==> src/rtl/mem_unit_if.sv <==
// -----------------------------------------------------------------------------
// mem_unit_if
//   Request/response channel between the pipeline sequencer and mem_unit.
//
//   Request  (sequencer -> mem_unit):
//     req_valid  request strobe
//     req_we     1 = store, 0 = load
//     req_op     RV32 funct3 (000 b, 001 h, 010 w, 100 bu, 101 hu)
//     req_addr   byte address
//     req_wdata  store data, right-aligned
//   Request  (mem_unit -> sequencer):
//     req_ready  high while the unit can accept a request
//   Response (mem_unit -> sequencer):
//     resp_valid one-cycle completion pulse, no backpressure
//     resp_data  extended load data, 0 for stores and errors
//     resp_err   illegal op, misaligned access (trap build) or AXI error
//
//   Modports: master = sequencer side, slave = mem_unit side.
// -----------------------------------------------------------------------------
interface mem_unit_if;
  logic        req_valid;
  logic        req_ready;
  logic        req_we;
  logic [2:0]  req_op;
  logic [31:0] req_addr;
  logic [31:0] req_wdata;
  logic        resp_valid;
  logic [31:0] resp_data;
  logic        resp_err;

  modport master (
    output req_valid, req_we, req_op, req_addr, req_wdata,
    input  req_ready, resp_valid, resp_data, resp_err
  );

  modport slave (
    input  req_valid, req_we, req_op, req_addr, req_wdata,
    output req_ready, resp_valid, resp_data, resp_err
  );
endinterface

==> src/rtl/mem_unit.sv <==
// -----------------------------------------------------------------------------
// mem_unit
//   Memory-access stage executing RV32I loads/stores (lb/lh/lw/lbu/lhu/sb/sh/sw)
//   against word-organised block RAM or, when req_addr[31:24] == MMIO_TOP,
//   against an AXI4-Lite MMIO window (UART).
//
//   Parameters:
//     RAM_ADDR_W  word-address width of the RAM port
//     RAM_LAT     cycles from the ram_en cycle to valid ram_dout (1..4)
//     MMIO_TOP    req_addr[31:24] value selecting the AXI window
//     AXI_ADDR_W  AXI address width
//
//   Ports:
//     clk, rstn            clock (rising edge), asynchronous active-low reset
//     req                  mem_unit_if.slave request/response channel
//     ram_addr/din/we/en   RAM port (ram_we = byte enables, 0 for reads)
//     ram_dout             RAM read data, RAM_LAT cycles after ram_en
//     uart_axi_*           AXI4-Lite master (AR, R, AW, W, B channels)
//
//   Build option:
//     MEM_UNIT_MISALIGN_TRAP_EN  when defined, misaligned h/w accesses end in
//                                an error response with no bus activity; when
//                                undefined the low address bits are masked to
//                                natural alignment and the access proceeds.
//
//   All outputs are registered. Asserting rstn drops every valid/enable
//   immediately and abandons the access without a response.
// -----------------------------------------------------------------------------
module mem_unit #(
  parameter int         RAM_ADDR_W = 19,
  parameter int         RAM_LAT    = 1,
  parameter logic [7:0] MMIO_TOP   = 8'h7F,
  parameter int         AXI_ADDR_W = 4
) (
  input  logic                  clk,
  input  logic                  rstn,
  mem_unit_if.slave             req,
  // RAM port
  output logic [RAM_ADDR_W-1:0] ram_addr,
  output logic [31:0]           ram_din,
  output logic [3:0]            ram_we,
  output logic                  ram_en,
  input  logic [31:0]           ram_dout,
  // AXI4-Lite read address / data
  output logic [AXI_ADDR_W-1:0] uart_axi_araddr,
  output logic                  uart_axi_arvalid,
  input  logic                  uart_axi_arready,
  input  logic [31:0]           uart_axi_rdata,
  input  logic [1:0]            uart_axi_rresp,
  input  logic                  uart_axi_rvalid,
  output logic                  uart_axi_rready,
  // AXI4-Lite write address / data / response
  output logic [AXI_ADDR_W-1:0] uart_axi_awaddr,
  output logic                  uart_axi_awvalid,
  input  logic                  uart_axi_awready,
  output logic [31:0]           uart_axi_wdata,
  output logic [3:0]            uart_axi_wstrb,
  output logic                  uart_axi_wvalid,
  input  logic                  uart_axi_wready,
  input  logic [1:0]            uart_axi_bresp,
  input  logic                  uart_axi_bvalid,
  output logic                  uart_axi_bready
);

  localparam logic [2:0] IDLE   = 3'd0;
  localparam logic [2:0] RAM_RD = 3'd1;
  localparam logic [2:0] RAM_WR = 3'd2;
  localparam logic [2:0] AXI_RD = 3'd3;
  localparam logic [2:0] AXI_WR = 3'd4;
  localparam logic [2:0] ERR    = 3'd5;

  localparam logic [2:0] LAT_INIT = 3'(RAM_LAT);

  // ---------------------------------------------------------------------------
  // Helpers
  // ---------------------------------------------------------------------------

  // Byte enables for an access of the given size starting at the given lane.
  function automatic logic [3:0] byte_en(input logic [1:0] size, input logic [1:0] lane);
    case (size)
      2'b00:   byte_en = 4'b0001 << lane;
      2'b01:   byte_en = 4'b0011 << lane;
      2'b10:   byte_en = 4'b1111;
      default: byte_en = 4'b0000;
    endcase
  endfunction

  // Store data replicated across the word so every lane carries the operand.
  function automatic logic [31:0] store_rep(input logic [1:0] size, input logic [31:0] d);
    case (size)
      2'b00:   store_rep = {4{d[7:0]}};
      2'b01:   store_rep = {2{d[15:0]}};
      default: store_rep = d;
    endcase
  endfunction

  // Shift the addressed lane down to bit 0, then sign/zero extend by op.
  function automatic logic [31:0] load_extract(input logic [2:0] op, input logic [1:0] lane,
                                               input logic [31:0] word);
    logic [31:0] sh;
    sh = word >> {lane, 3'b000};
    case (op)
      3'b000:  load_extract = {{24{sh[7]}}, sh[7:0]};
      3'b001:  load_extract = {{16{sh[15]}}, sh[15:0]};
      3'b010:  load_extract = sh;
      3'b100:  load_extract = {24'h000000, sh[7:0]};
      3'b101:  load_extract = {16'h0000, sh[15:0]};
      default: load_extract = 32'h00000000;
    endcase
  endfunction

  // ---------------------------------------------------------------------------
  // Registers
  // ---------------------------------------------------------------------------
  logic [2:0]            state_r;
  logic [2:0]            op_r;
  logic [1:0]            lane_r;
  logic [2:0]            cnt_r;
  logic                  req_ready_r;
  logic                  resp_valid_r;
  logic [31:0]           resp_data_r;
  logic                  resp_err_r;
  logic [RAM_ADDR_W-1:0] ram_addr_r;
  logic [31:0]           ram_din_r;
  logic [3:0]            ram_we_r;
  logic                  ram_en_r;
  logic [AXI_ADDR_W-1:0] araddr_r;
  logic                  arvalid_r;
  logic                  rready_r;
  logic [AXI_ADDR_W-1:0] awaddr_r;
  logic                  awvalid_r;
  logic [31:0]           wdata_r;
  logic [3:0]            wstrb_r;
  logic                  wvalid_r;
  logic                  bready_r;

  // ---------------------------------------------------------------------------
  // Request decode
  // ---------------------------------------------------------------------------
  logic [1:0]            size_s;
  logic [1:0]            lane_s;
  logic                  legal_s;
  logic                  misalign_s;
  logic                  is_mmio_s;
  logic                  accept_s;
  logic [31:0]           byte_addr_s;
  logic [3:0]            be_s;
  logic [31:0]           wdata_rep_s;
  logic [RAM_ADDR_W-1:0] ram_addr_s;
  logic [AXI_ADDR_W-1:0] axi_addr_s;
  logic                  aw_done_s;
  logic                  w_done_s;
  logic                  unused_s;

  // Op legality and lane selection; lane is forced to natural alignment.
  always_comb begin
    size_s  = req.req_op[1:0];
    legal_s = 1'b0;
    lane_s  = 2'b00;
    if (req.req_we) begin
      case (req.req_op)
        3'b000, 3'b001, 3'b010: legal_s = 1'b1;
        default:                legal_s = 1'b0;
      endcase
    end else begin
      case (req.req_op)
        3'b000, 3'b001, 3'b010, 3'b100, 3'b101: legal_s = 1'b1;
        default:                                legal_s = 1'b0;
      endcase
    end
    case (size_s)
      2'b00:   lane_s = req.req_addr[1:0];
      2'b01:   lane_s = {req.req_addr[1], 1'b0};
      default: lane_s = 2'b00;
    endcase
  end

`ifdef MEM_UNIT_MISALIGN_TRAP_EN
  assign misalign_s = ((size_s == 2'b01) && req.req_addr[0]) ||
                      ((size_s == 2'b10) && (req.req_addr[1:0] != 2'b00));
`else
  assign misalign_s = 1'b0;
`endif

  assign is_mmio_s   = (req.req_addr[31:24] == MMIO_TOP);
  assign accept_s    = req.req_valid && req_ready_r;
  assign byte_addr_s = {req.req_addr[31:2], lane_s};
  assign be_s        = byte_en(size_s, lane_s);
  assign wdata_rep_s = store_rep(size_s, req.req_wdata);
  assign ram_addr_s  = req.req_addr[RAM_ADDR_W+1:2];
  assign axi_addr_s  = byte_addr_s[AXI_ADDR_W-1:0];

  // A write channel counts as done once it is low or handshaking this cycle.
  assign aw_done_s = !awvalid_r || uart_axi_awready;
  assign w_done_s  = !wvalid_r  || uart_axi_wready;

  // Address bits outside the RAM/AXI windows are deliberately ignored.
  assign unused_s = ^{byte_addr_s, req.req_addr};

  // ---------------------------------------------------------------------------
  // Sequencer
  // ---------------------------------------------------------------------------

  // Accept, bus control and one-cycle response generation.
  always_ff @(posedge clk or negedge rstn) begin
    if (!rstn) begin
      state_r      <= IDLE;
      op_r         <= 3'b000;
      lane_r       <= 2'b00;
      cnt_r        <= 3'd0;
      req_ready_r  <= 1'b1;
      resp_valid_r <= 1'b0;
      resp_data_r  <= 32'h00000000;
      resp_err_r   <= 1'b0;
      ram_addr_r   <= '0;
      ram_din_r    <= 32'h00000000;
      ram_we_r     <= 4'h0;
      ram_en_r     <= 1'b0;
      araddr_r     <= '0;
      arvalid_r    <= 1'b0;
      rready_r     <= 1'b0;
      awaddr_r     <= '0;
      awvalid_r    <= 1'b0;
      wdata_r      <= 32'h00000000;
      wstrb_r      <= 4'h0;
      wvalid_r     <= 1'b0;
      bready_r     <= 1'b0;
    end else begin
      // Pulse-type outputs default low every cycle.
      resp_valid_r <= 1'b0;
      resp_err_r   <= 1'b0;
      resp_data_r  <= 32'h00000000;
      ram_en_r     <= 1'b0;
      ram_we_r     <= 4'h0;
      case (state_r)
        // ERR only spans its response cycle, in which req_ready is already
        // high, so it accepts exactly like IDLE.
        IDLE, ERR: begin
          state_r <= IDLE;
          if (accept_s) begin
            op_r   <= req.req_op;
            lane_r <= lane_s;
            if (!legal_s || misalign_s) begin
              state_r      <= ERR;
              resp_valid_r <= 1'b1;
              resp_err_r   <= 1'b1;
            end else if (is_mmio_s) begin
              req_ready_r <= 1'b0;
              if (req.req_we) begin
                state_r   <= AXI_WR;
                awaddr_r  <= axi_addr_s;
                awvalid_r <= 1'b1;
                wdata_r   <= wdata_rep_s;
                wstrb_r   <= be_s;
                wvalid_r  <= 1'b1;
              end else begin
                state_r   <= AXI_RD;
                araddr_r  <= axi_addr_s;
                arvalid_r <= 1'b1;
              end
            end else begin
              req_ready_r <= 1'b0;
              ram_en_r    <= 1'b1;
              ram_addr_r  <= ram_addr_s;
              if (req.req_we) begin
                state_r   <= RAM_WR;
                ram_we_r  <= be_s;
                ram_din_r <= wdata_rep_s;
              end else begin
                state_r <= RAM_RD;
                cnt_r   <= LAT_INIT;
              end
            end
          end else begin
            req_ready_r <= 1'b1;
          end
        end

        RAM_WR: begin
          state_r      <= IDLE;
          req_ready_r  <= 1'b1;
          resp_valid_r <= 1'b1;
        end

        // cnt_r reaches zero on the edge closing cycle ram_en + RAM_LAT,
        // which is the first edge at which ram_dout is valid.
        RAM_RD: begin
          if (cnt_r == 3'd0) begin
            state_r      <= IDLE;
            req_ready_r  <= 1'b1;
            resp_valid_r <= 1'b1;
            resp_data_r  <= load_extract(op_r, lane_r, ram_dout);
          end else begin
            cnt_r <= cnt_r - 3'd1;
          end
        end

        AXI_WR: begin
          if (awvalid_r && uart_axi_awready) begin
            awvalid_r <= 1'b0;
          end else begin
            awvalid_r <= awvalid_r;
          end
          if (wvalid_r && uart_axi_wready) begin
            wvalid_r <= 1'b0;
          end else begin
            wvalid_r <= wvalid_r;
          end
          if (!bready_r) begin
            bready_r <= aw_done_s && w_done_s;
          end else if (uart_axi_bvalid) begin
            bready_r     <= 1'b0;
            state_r      <= IDLE;
            req_ready_r  <= 1'b1;
            resp_valid_r <= 1'b1;
            resp_err_r   <= (uart_axi_bresp != 2'b00);
          end else begin
            bready_r <= 1'b1;
          end
        end

        AXI_RD: begin
          if (arvalid_r) begin
            if (uart_axi_arready) begin
              arvalid_r <= 1'b0;
              rready_r  <= 1'b1;
            end else begin
              arvalid_r <= 1'b1;
            end
          end else if (rready_r && uart_axi_rvalid) begin
            rready_r     <= 1'b0;
            state_r      <= IDLE;
            req_ready_r  <= 1'b1;
            resp_valid_r <= 1'b1;
            resp_err_r   <= (uart_axi_rresp != 2'b00);
            resp_data_r  <= (uart_axi_rresp == 2'b00) ?
                            load_extract(op_r, lane_r, uart_axi_rdata) : 32'h00000000;
          end else begin
            rready_r <= rready_r;
          end
        end

        // Unreachable encodings recover to a clean idle state.
        default: begin
          state_r     <= IDLE;
          req_ready_r <= 1'b1;
          arvalid_r   <= 1'b0;
          rready_r    <= 1'b0;
          awvalid_r   <= 1'b0;
          wvalid_r    <= 1'b0;
          bready_r    <= 1'b0;
        end
      endcase
    end
  end

  // ---------------------------------------------------------------------------
  // Outputs
  // ---------------------------------------------------------------------------
  assign req.req_ready  = req_ready_r;
  assign req.resp_valid = resp_valid_r;
  assign req.resp_data  = resp_data_r;
  assign req.resp_err   = resp_err_r;

  assign ram_addr = ram_addr_r;
  assign ram_din  = ram_din_r;
  assign ram_we   = ram_we_r;
  assign ram_en   = ram_en_r;

  assign uart_axi_araddr  = araddr_r;
  assign uart_axi_arvalid = arvalid_r;
  assign uart_axi_rready  = rready_r;
  assign uart_axi_awaddr  = awaddr_r;
  assign uart_axi_awvalid = awvalid_r;
  assign uart_axi_wdata   = wdata_r;
  assign uart_axi_wstrb   = wstrb_r;
  assign uart_axi_wvalid  = wvalid_r;
  assign uart_axi_bready  = bready_r;

endmodule

==> src/flat_wrapper.sv <==
// flat-port wrapper written by rule: the top's interface ports become plain ports
module mem_unit_flat 
#(
  parameter int         RAM_ADDR_W = 19,
  parameter int         RAM_LAT    = 1,
  parameter logic [7:0] MMIO_TOP   = 8'h7F,
  parameter int         AXI_ADDR_W = 4
)
  (clk, rstn, ram_addr, ram_din, ram_we, ram_en, ram_dout, uart_axi_araddr, uart_axi_arvalid, uart_axi_arready, uart_axi_rdata, uart_axi_rresp, uart_axi_rvalid, uart_axi_rready, uart_axi_awaddr, uart_axi_awvalid, uart_axi_awready, uart_axi_wdata, uart_axi_wstrb, uart_axi_wvalid, uart_axi_wready, uart_axi_bresp, uart_axi_bvalid, uart_axi_bready, req_req_valid, req_req_we, req_req_op, req_req_addr, req_req_wdata, req_req_ready, req_resp_valid, req_resp_data, req_resp_err);
  mem_unit_if req_i ();
  input  logic clk;
  input  logic rstn;
  output logic [RAM_ADDR_W-1:0] ram_addr;
  output logic [31:0] ram_din;
  output logic [3:0] ram_we;
  output logic ram_en;
  input  logic [31:0] ram_dout;
  output logic [AXI_ADDR_W-1:0] uart_axi_araddr;
  output logic uart_axi_arvalid;
  input  logic uart_axi_arready;
  input  logic [31:0] uart_axi_rdata;
  input  logic [1:0] uart_axi_rresp;
  input  logic uart_axi_rvalid;
  output logic uart_axi_rready;
  output logic [AXI_ADDR_W-1:0] uart_axi_awaddr;
  output logic uart_axi_awvalid;
  input  logic uart_axi_awready;
  output logic [31:0] uart_axi_wdata;
  output logic [3:0] uart_axi_wstrb;
  output logic uart_axi_wvalid;
  input  logic uart_axi_wready;
  input  logic [1:0] uart_axi_bresp;
  input  logic uart_axi_bvalid;
  output logic uart_axi_bready;
  input wire logic [$bits(req_i.req_valid)-1:0] req_req_valid;
  input wire logic [$bits(req_i.req_we)-1:0] req_req_we;
  input wire logic [$bits(req_i.req_op)-1:0] req_req_op;
  input wire logic [$bits(req_i.req_addr)-1:0] req_req_addr;
  input wire logic [$bits(req_i.req_wdata)-1:0] req_req_wdata;
  output wire logic [$bits(req_i.req_ready)-1:0] req_req_ready;
  output wire logic [$bits(req_i.resp_valid)-1:0] req_resp_valid;
  output wire logic [$bits(req_i.resp_data)-1:0] req_resp_data;
  output wire logic [$bits(req_i.resp_err)-1:0] req_resp_err;
  assign req_i.req_valid = req_req_valid;
  assign req_i.req_we = req_req_we;
  assign req_i.req_op = req_req_op;
  assign req_i.req_addr = req_req_addr;
  assign req_i.req_wdata = req_req_wdata;
  assign req_req_ready = req_i.req_ready;
  assign req_resp_valid = req_i.resp_valid;
  assign req_resp_data = req_i.resp_data;
  assign req_resp_err = req_i.resp_err;
  mem_unit #(.RAM_ADDR_W(RAM_ADDR_W), .RAM_LAT(RAM_LAT), .MMIO_TOP(MMIO_TOP), .AXI_ADDR_W(AXI_ADDR_W)) u_core (.clk(clk), .rstn(rstn), .req(req_i), .ram_addr(ram_addr), .ram_din(ram_din), .ram_we(ram_we), .ram_en(ram_en), .ram_dout(ram_dout), .uart_axi_araddr(uart_axi_araddr), .uart_axi_arvalid(uart_axi_arvalid), .uart_axi_arready(uart_axi_arready), .uart_axi_rdata(uart_axi_rdata), .uart_axi_rresp(uart_axi_rresp), .uart_axi_rvalid(uart_axi_rvalid), .uart_axi_rready(uart_axi_rready), .uart_axi_awaddr(uart_axi_awaddr), .uart_axi_awvalid(uart_axi_awvalid), .uart_axi_awready(uart_axi_awready), .uart_axi_wdata(uart_axi_wdata), .uart_axi_wstrb(uart_axi_wstrb), .uart_axi_wvalid(uart_axi_wvalid), .uart_axi_wready(uart_axi_wready), .uart_axi_bresp(uart_axi_bresp), .uart_axi_bvalid(uart_axi_bvalid), .uart_axi_bready(uart_axi_bready));
endmodule
==> config.mk <==
export PLATFORM = sky130hd
export DESIGN_NAME = mem_unit_flat
export DESIGN_NICKNAME = d
export VERILOG_FILES = /design/src/rtl/mem_unit_if.sv /design/src/rtl/mem_unit.sv /design/src/flat_wrapper.sv
export SDC_FILE = /design/constraint.sdc
export NUM_CORES = 1
export LEC_CHECK = 0
export ABC_AREA = 1
export BUFFER_PORTS_ARGS = -buffer_cell sky130_fd_sc_hd__buf_2
export CORE_MARGIN = 5
export CORE_UTILIZATION = 45
export CTS_CLUSTER_SIZE = 24
export DETAILED_ROUTE_END_ITERATION = 16
export GPL_TIMING_DRIVEN = 0
export PLACE_DENSITY = 0.73
export SYNTH_ARGS = -nofsm -noshare
export SYNTH_HDL_FRONTEND = slang
export SYNTH_SLANG_ARGS = --single-unit
==> constraint.sdc <==
create_clock -name clk -period 2.8 [get_ports clk]
set_clock_uncertainty 0.15 [all_clocks]
set_input_delay 0.14 -clock clk [delete_from_list [all_inputs] [get_ports clk]]
set_output_delay 0.14 -clock clk [all_outputs]
set_load 0.05 [all_outputs]
==> flow_summary.ini, run 1 <==
[outcome]
outcome = finished, final reports clean

[detailed_routing]
dr.pass1.iters = 9
first_iter_violations = 867
drc = 0
wl_mm = 30.0
drtAntennaViolNets = 0
vias = 9032
routedWlPerCell_um = 17.7
via_per_inst = 5.31

[power_and_ir_drop]
ir_drop_v = 0.000626
clkPwrFrac_pct = 21.2
combPwrFrac_pct = 51.4
p_leak_uw = 0.00640
p_switching_uw = 5510
share_seq_of_total_power_pct = 27.4
pwr_density_cell_mw_per_mm2 = 982
intPower_uw = 5560
swShare_pct = 49.8

[finish]
drive_gt1_share_pct = 26.8
diodes = 0
layout_commonest_cell = nand2_1
final.fill_count = 1510
regArea_mm2 = 0.00378
multi_input_area_mm2 = 0.00353
stdcell_area_mm2 = 0.0113
layout_common_cells = nand2_1 (453), buf_2 (309), dfrtp_1 (150)
area_growth_pct = 42.1
finalNetCount = 1610

[floorplanning]
num_rows = 48
start_util_pct = 45.9
fp.dieW_um = 143
ios = 284
core-area_mm2 = 0.0173
die-height_um = 143
die_area_mm2 = 0.0204

[hold_path]
hp-start = ram_dout[23]
min_path_cells = 5
hold_path.class = in -> reg

[sta]
maxSlewViolCount = 0
maxSlewHeadroom_pct = 46.3
worst_slack_ns = 0.129
setup_viol = 0
max_freq_mhz = 374
rsz0062_at_grt = false
finalCriticalPeriod_ns = 2.67
hold_slack_ns = 0.0158
period_share_pct = 95.4
hold_viol_final = 0
worstMarginPinSlew_ns = 0.805

[worst_setup_path]
rrSetupSlack_ns = 0.19
r2r_cells = 7
end_kind = flop
cp.required_ns = 3.01
critPathTopFamily = buffers and inverters
path_cells = dlygate4sd3_1 > buf_2 > nor2_1 > dlygate4sd3_1 > inv_1 > nor2_2 > nand2_2 > inv_4 > buf_6 > nand2_1 > nand2_1 > dlygate4sd3_1
worst_setup_path_start_kind = input pin
r2r_end = u_core.req.resp_err$_DFF_PN0_
r2r-start = u_core.state_r[1]$_DFFE_PN0P_
arrival_ns = 2.88
cp_common_cell = dlygate4sd3_1
worstSetupPathType = in -> reg
cp_slowest_cell = dlygate4sd3_1
critPathLaunch = uart_axi_rresp[0]
endpoint = u_core.req.resp_data[26]$_DFF_PN0_
crit_fanout = 10
crit_cells = 12
critPathBufInv = 7
cp_slowest_stage_delay_ns = 0.59

[clocking]
cts_root_buf = clkbuf_16
cts.htree.levels = 4
cts_sinks = 151
cts.path.max_buffers = 2
cts_buffers = 17
clock_latency_ns = 0.43
clkTransAtPathRegs_ns = 0.07
cts_tree = yes

[global_route]
overflow = 0
grt_antenna_before_repair = 0
grt_start_max_net_pins = 85
grt_pass1_vias = 8617
gr-usage-all-layers_pct = 29.0
grt_pass1_wl_mm = 46.1

[place]
io_buffer_count = 279
place_ws_ns = 0.716
place.gp.congestion = 1.04
dpl_cell_area_mm2 = 0.00965
hpwlAfterDp_mm = 22.0

[synth]
netlist_area_mm2 = 0.00794
synth_nets = 1208
syn_area_per_cell_um2 = 7.49
ys.warnings.count = 0
yosysSeqAreaShare_pct = 47.6
ys_ff_latch = 151
synth_cell_types = 36
synthCells = 1060
netlist_top_cells_area = dfrtp_1 (47%), nand2_1 (21%), nand3_1 (6.6%)
yosysTopAreaCellShare_pct = 47.3
synth_top_area_cell = dfrtp_1

[job]
max_cap_violations = 0
[layer usage]
layer / vias up / track usage, % / routed length (µm)
met4: 0 / 12.6 / 1310
met1: 4138 / 38.2 / 12100
li1: 4222 / - / -
met2: 567 / 46.2 / 13800
met3: 105 / 6.33 / 2850
met5: - / 0 / 0
[sequential cells by signal, indices dropped and copies added (netlist names), 2 cells and up]
register                count
u_core.state_r              3
u_core.uart_axi_wstrb       4
u_core.ram_we               4
u_core.uart_axi_araddr      4
u_core.cnt_r                3
u_core.lane_r               2
u_core.uart_axi_wdata      32
u_core.op_r                 3
u_core.ram_addr            19
u_core.uart_axi_awaddr      4
u_core.req.resp_data       32
u_core.ram_din             32
[through the flow]
step / utilization [%] / instances / total power (µW) / setup TNS [ns]
after floorplan: - / 1060 / 7000 / 0
after global placement: 55.6 / 1564 / 8410 / -121.17
after detailed placement: 55.8 / 1565 / 8440 / 0
after CTS: 65.1 / 1698 / 11000 / 0
after global routing: 65.2 / 1700 / 11700 / 0
final: 65.2 / 1700 / 11100 / 0
[repair_timing]
item                                    CTS  global route
gates resized for setup                   0             2
buffers inserted                          0             2
endpoints found under the setup margin    0             4
hold endpoints to repair                190             0
hold buffers                            101             0
[power groups by stage]
stage / combinational, µW / sequential (µW) / clock [µW]
after detailed placement: 5390 / 3050 / 0
after floorplan: 2390 / 4600 / 0
after global routing: 6130 / 3090 / 2470
after global placement: 5370 / 3040 / 0
final: 5700 / 3040 / 2340
after CTS: 5610 / 3020 / 2380
[worst min-delay path, cell delays in order]
cell and delay [ns]:
buf_2 0.09, nand2_1 0.07, nand3_1 0.10, nand3_1 0.07, o21ai_0 0.07
[worst min-delay path by stage]
stage | endpoint | slack [ns]
CTS | u_core.req.resp_data[7]$_DFF_PN0_ | 0.0008
floorplan | u_core.cnt_r[0]$_DFFE_PN0P_ | -0.31
detailed placement | u_core.uart_axi_arvalid$_DFFE_PN0P_ | 0.11
global route | u_core.req.resp_data[7]$_DFF_PN0_ | 0.01
global placement | u_core.ram_addr[18]$_DFFE_PN0P_ | 0.19
finish | u_core.req.resp_data[7]$_DFF_PN0_ | 0.02
[cell usage after synthesis]
cell type and instances:
clkbuf_1 9, o2111ai_1 1, a22oi_1 1, dfrtp_1 150, clkbuf_2 1, nand3_1 105, nand2_4 4, nand3_4 2
nor2_8 1, a21oi_1 16, o21ai_0 84, nand2_2 2, o21ai_2 7, o21ai_1 41, o31ai_1 1, dfstp_2 1
buf_2 31, inv_2 5, nand4_1 3, buf_6 12, o22ai_1 1, nand3_2 2, inv_1 63, o211ai_1 15
nor3_1 2, nor2_4 3, or2_2 1, nor2_2 1, buf_4 5, nor3_2 1, nand2_1 453, ha_1 4
nor3b_1 1, nor2_1 29, clkinv_2 1, xor2_1 1
[cell families (layout without fill, tap and decap cells)]
kind of cell	Yosys count	after routing	share of synthesized area, %
AND/OR/NAND/NOR	610	610	32.3
XOR/XNOR	1	1	0.110
adder cells (fa/ha/maj)	4	4	0.631
flip-flops	151	151	47.6
AO/OA/AOI/OAI	167	167	11.5
buffers and inverters	127	542	7.90
[layout make-up]
| type | count | area share, % |
|---|---|---|
| clock buffer | 17 | 3.77 |
| buffer | 58 | 3.25 |
| timing repair buffer | 383 | 21.8 |
| multi-input combinational | 782 | 31.3 |
| sequential | 151 | 33.5 |
| tap | 225 | 2.50 |
| clock inverter | 15 | 1.54 |
| inverter | 69 | 2.32 |
Power figures use the tool's default switching activity.
==> run 2, diff against run 1 <==
--- a/config.mk
+++ b/config.mk
@@ -13,6 +13,7 @@
 export DETAILED_ROUTE_END_ITERATION = 16
 export GPL_TIMING_DRIVEN = 0
 export PLACE_DENSITY = 0.73
+export REMOVE_ABC_BUFFERS = 1
 export SYNTH_ARGS = -nofsm -noshare
 export SYNTH_HDL_FRONTEND = slang
 export SYNTH_SLANG_ARGS = --single-unit
==> run 2 against run 1 <==
Compared with the run above: the run now ends with hold timing left; core utilization is 0.51 points lower; die area did not move; clock power about the same; combinational power fell by 6.5%; worst hold slack got worse by 0.023 ns; final area decreased by 0.79%; critical path depth shrank 3; first-iteration DRC count down 28%; register-to-register slack worse by 0.02 ns; global-route usage down 3.8 points; non-clock buffer count shrank 39; critical path type is now reg -> reg; largest power group unchanged.
==> flow_summary.ini, run 2 (synthesis gave the netlist of run 1 again) <==
[detailed_routing]
drtAntennaViolNets = 0
dr.pass1.iters = 5
via_per_inst = 5.15
routedWlPerCell_um = 16.0
first_iter_violations = 620
drc = 0
wl_mm = 26.7
vias = 8588

[finish]
drive_gt1_share_pct = 25.0
finalNetCount = 1575
layout_commonest_cell = nand2_1
stdcell_area_mm2 = 0.0112
layout_common_cells = nand2_1 (453), buf_2 (279), dfrtp_1 (148)
area_growth_pct = 41.0
multi_input_area_mm2 = 0.00356
final.fill_count = 1454
final_util_pct = 64.7
regArea_mm2 = 0.00378

[outcome]
outcome = finished, violations left
violations = hold timing

[worst_setup_path]
end_kind = flop
arrival_ns = 2.80
crit_cells = 9
cp.required_ns = 2.96
rrSetupSlack_ns = 0.17
cp_common_cell = nand2_1
worstSetupPathType = reg -> reg
cp_slowest_cell = dfrtp_1
worst_setup_path_start_kind = flop
cp_slowest_stage_delay_ns = 0.42
critPathBufInv = 3
path_cells = inv_2 > nand3_1 > nand2_1 > nand2_1 > nor2_4 > buf_12 > clkinvlp_2 > nand2_1 > nand2_1
crit_fanout = 11
r2r_cells = 9
critPathTopFamily = simple AND/OR/NAND/NOR gates

[place]
io_buffer_count = 280
place.gp.congestion = 0.842
hpwlAfterDp_mm = 16.9
dpl_cell_area_mm2 = 0.00934
place_ws_ns = -0.409

[job]
max_cap_violations = 0

[floorplanning]
ios = 284
start_util_pct = 45.9
fp.dieW_um = 143
num_rows = 48
die_area_mm2 = 0.0204
core-area_mm2 = 0.0173
die-height_um = 143

[global_route]
overflow = 0
gr-usage-all-layers_pct = 25.2
grt_pass1_vias = 8235
grt_antenna_before_repair = 2
grt_start_max_net_pins = 80
grt_pass1_wl_mm = 41.1

[sta]
maxSlewViolCount = 0
worstMarginPinSlew_ns = 0.947
worst_slack_ns = 0.168
finalCriticalPeriod_ns = 2.63
hold_slack_ns = -0.00687
rsz0062_at_grt = false
period_share_pct = 94.0
hold_viol_final = 1
setup_viol = 0
maxSlewHeadroom_pct = 36.5
max_freq_mhz = 380

[clocking]
clock_latency_ns = 0.43
cts.htree.levels = 4
cts_tree = yes
cts_sinks = 151
cts.path.max_buffers = 2
clkTransAtPathRegs_ns = 0.07
cts_root_buf = clkbuf_16
cts_buffers = 17

[power_and_ir_drop]
ir_drop_v = 0.000627
pwr_density_cell_mw_per_mm2 = 966
p_leak_uw = 0.00624

[hold_path]
min_path_cells = 3
hold_path.class = in -> reg
-- run 2: cell count changes in the layout (fill, tap and decap cells not counted), moves of 3 or more --
| cell | previous run | this run |
|---|---|---|
| inv_6 | 7 | 4 |
| diode_2 | 0 | 3 |
| clkinvlp_4 | 0 | 7 |
| buf_4 | 7 | 3 |
| inv_8 | 4 | 0 |
| clkinvlp_2 | 0 | 3 |
| dlygate4sd3_1 | 101 | 115 |
| buf_6 | 13 | 1 |
| buf_2 | 309 | 279 |
| clkbuf_1 | 9 | 1 |
-- run 2: path summary, 6_finish.rpt --
| kind | from | end |
|---|---|---|
| max in group asynchronous | rstn | u_core.uart_axi_araddr[0]$_DFFE_PN0P_ |
| max reg2reg | u_core.state_r[1]$_DFFE_PN0P_ | u_core.ram_addr[9]$_DFFE_PN0P_ |
| min in group asynchronous | rstn | u_core.uart_axi_wdata[21]$_DFFE_PN0P_ |
| min reg2reg | u_core.ram_addr[3]$_DFFE_PN0P_ | u_core.ram_addr[3]$_DFFE_PN0P_ |
| min | uart_axi_awready | u_core.uart_axi_bready$_DFFE_PN0N_ |
| max | u_core.state_r[1]$_DFFE_PN0P_ | u_core.ram_addr[9]$_DFFE_PN0P_ |
-- run 2: layout make-up --
cell class                 instances  share of cell area, %
inverter                          69                   2.44
antenna                            3                 0.0671
sequential                       151                   33.8
timing repair buffer             402                   23.9
clock buffer                      20                   4.08
multi-input combinational        783                   31.8
timing repair inverter             3                  0.134
tap                              225                   2.52
clock inverter                    12                   1.26
-- run 2: through the flow --
step	std cells	power [µW]	TNS, ns
3_5_place_dp	1510	8150	-12.30
4_1_cts	1659	10700	0
3_3_place_gp	1507	8030	-164.82
5_1_grt	1665	11500	0
6_report	1668	10800	0
2_1_floorplan	1002	6800	0
-- run 2: worst min-delay path: stages --
cell	delay [ns]
buf_2	0.10
o22ai_1	0.09
a22oi_1	0.19
-- run 2: timing repair --
action / CTS / global route
pin swaps: 0 / 1
hold endpoints to repair: 180 / 0
endpoints found under the setup margin: 43 / 44
cloned: 2 / 2
resized for setup: 5 / 3
hold buffers: 115 / 0
setup buffers: 0 / 4
-- run 2: report_power, final --
part | internal, µW | switching, µW | leakage (µW)
Clock | 1370 | 965 | 0.000276
Sequential | 2710 | 429 | 0.00201
Combinational | 1470 | 3860 | 0.00396
Total | 5550 | 5260 | 0.00624
-- run 2: routing by layer --
layer | track usage (%) | up-vias | wire (µm)
li1 | - | 4146 | -
met1 | 30.9 | 3973 | 10500
met2 | 42.7 | 387 | 13200
met3 | 5.53 | 78 | 2080
met4 | 10.9 | 4 | 894
met5 | 0 | - | 20
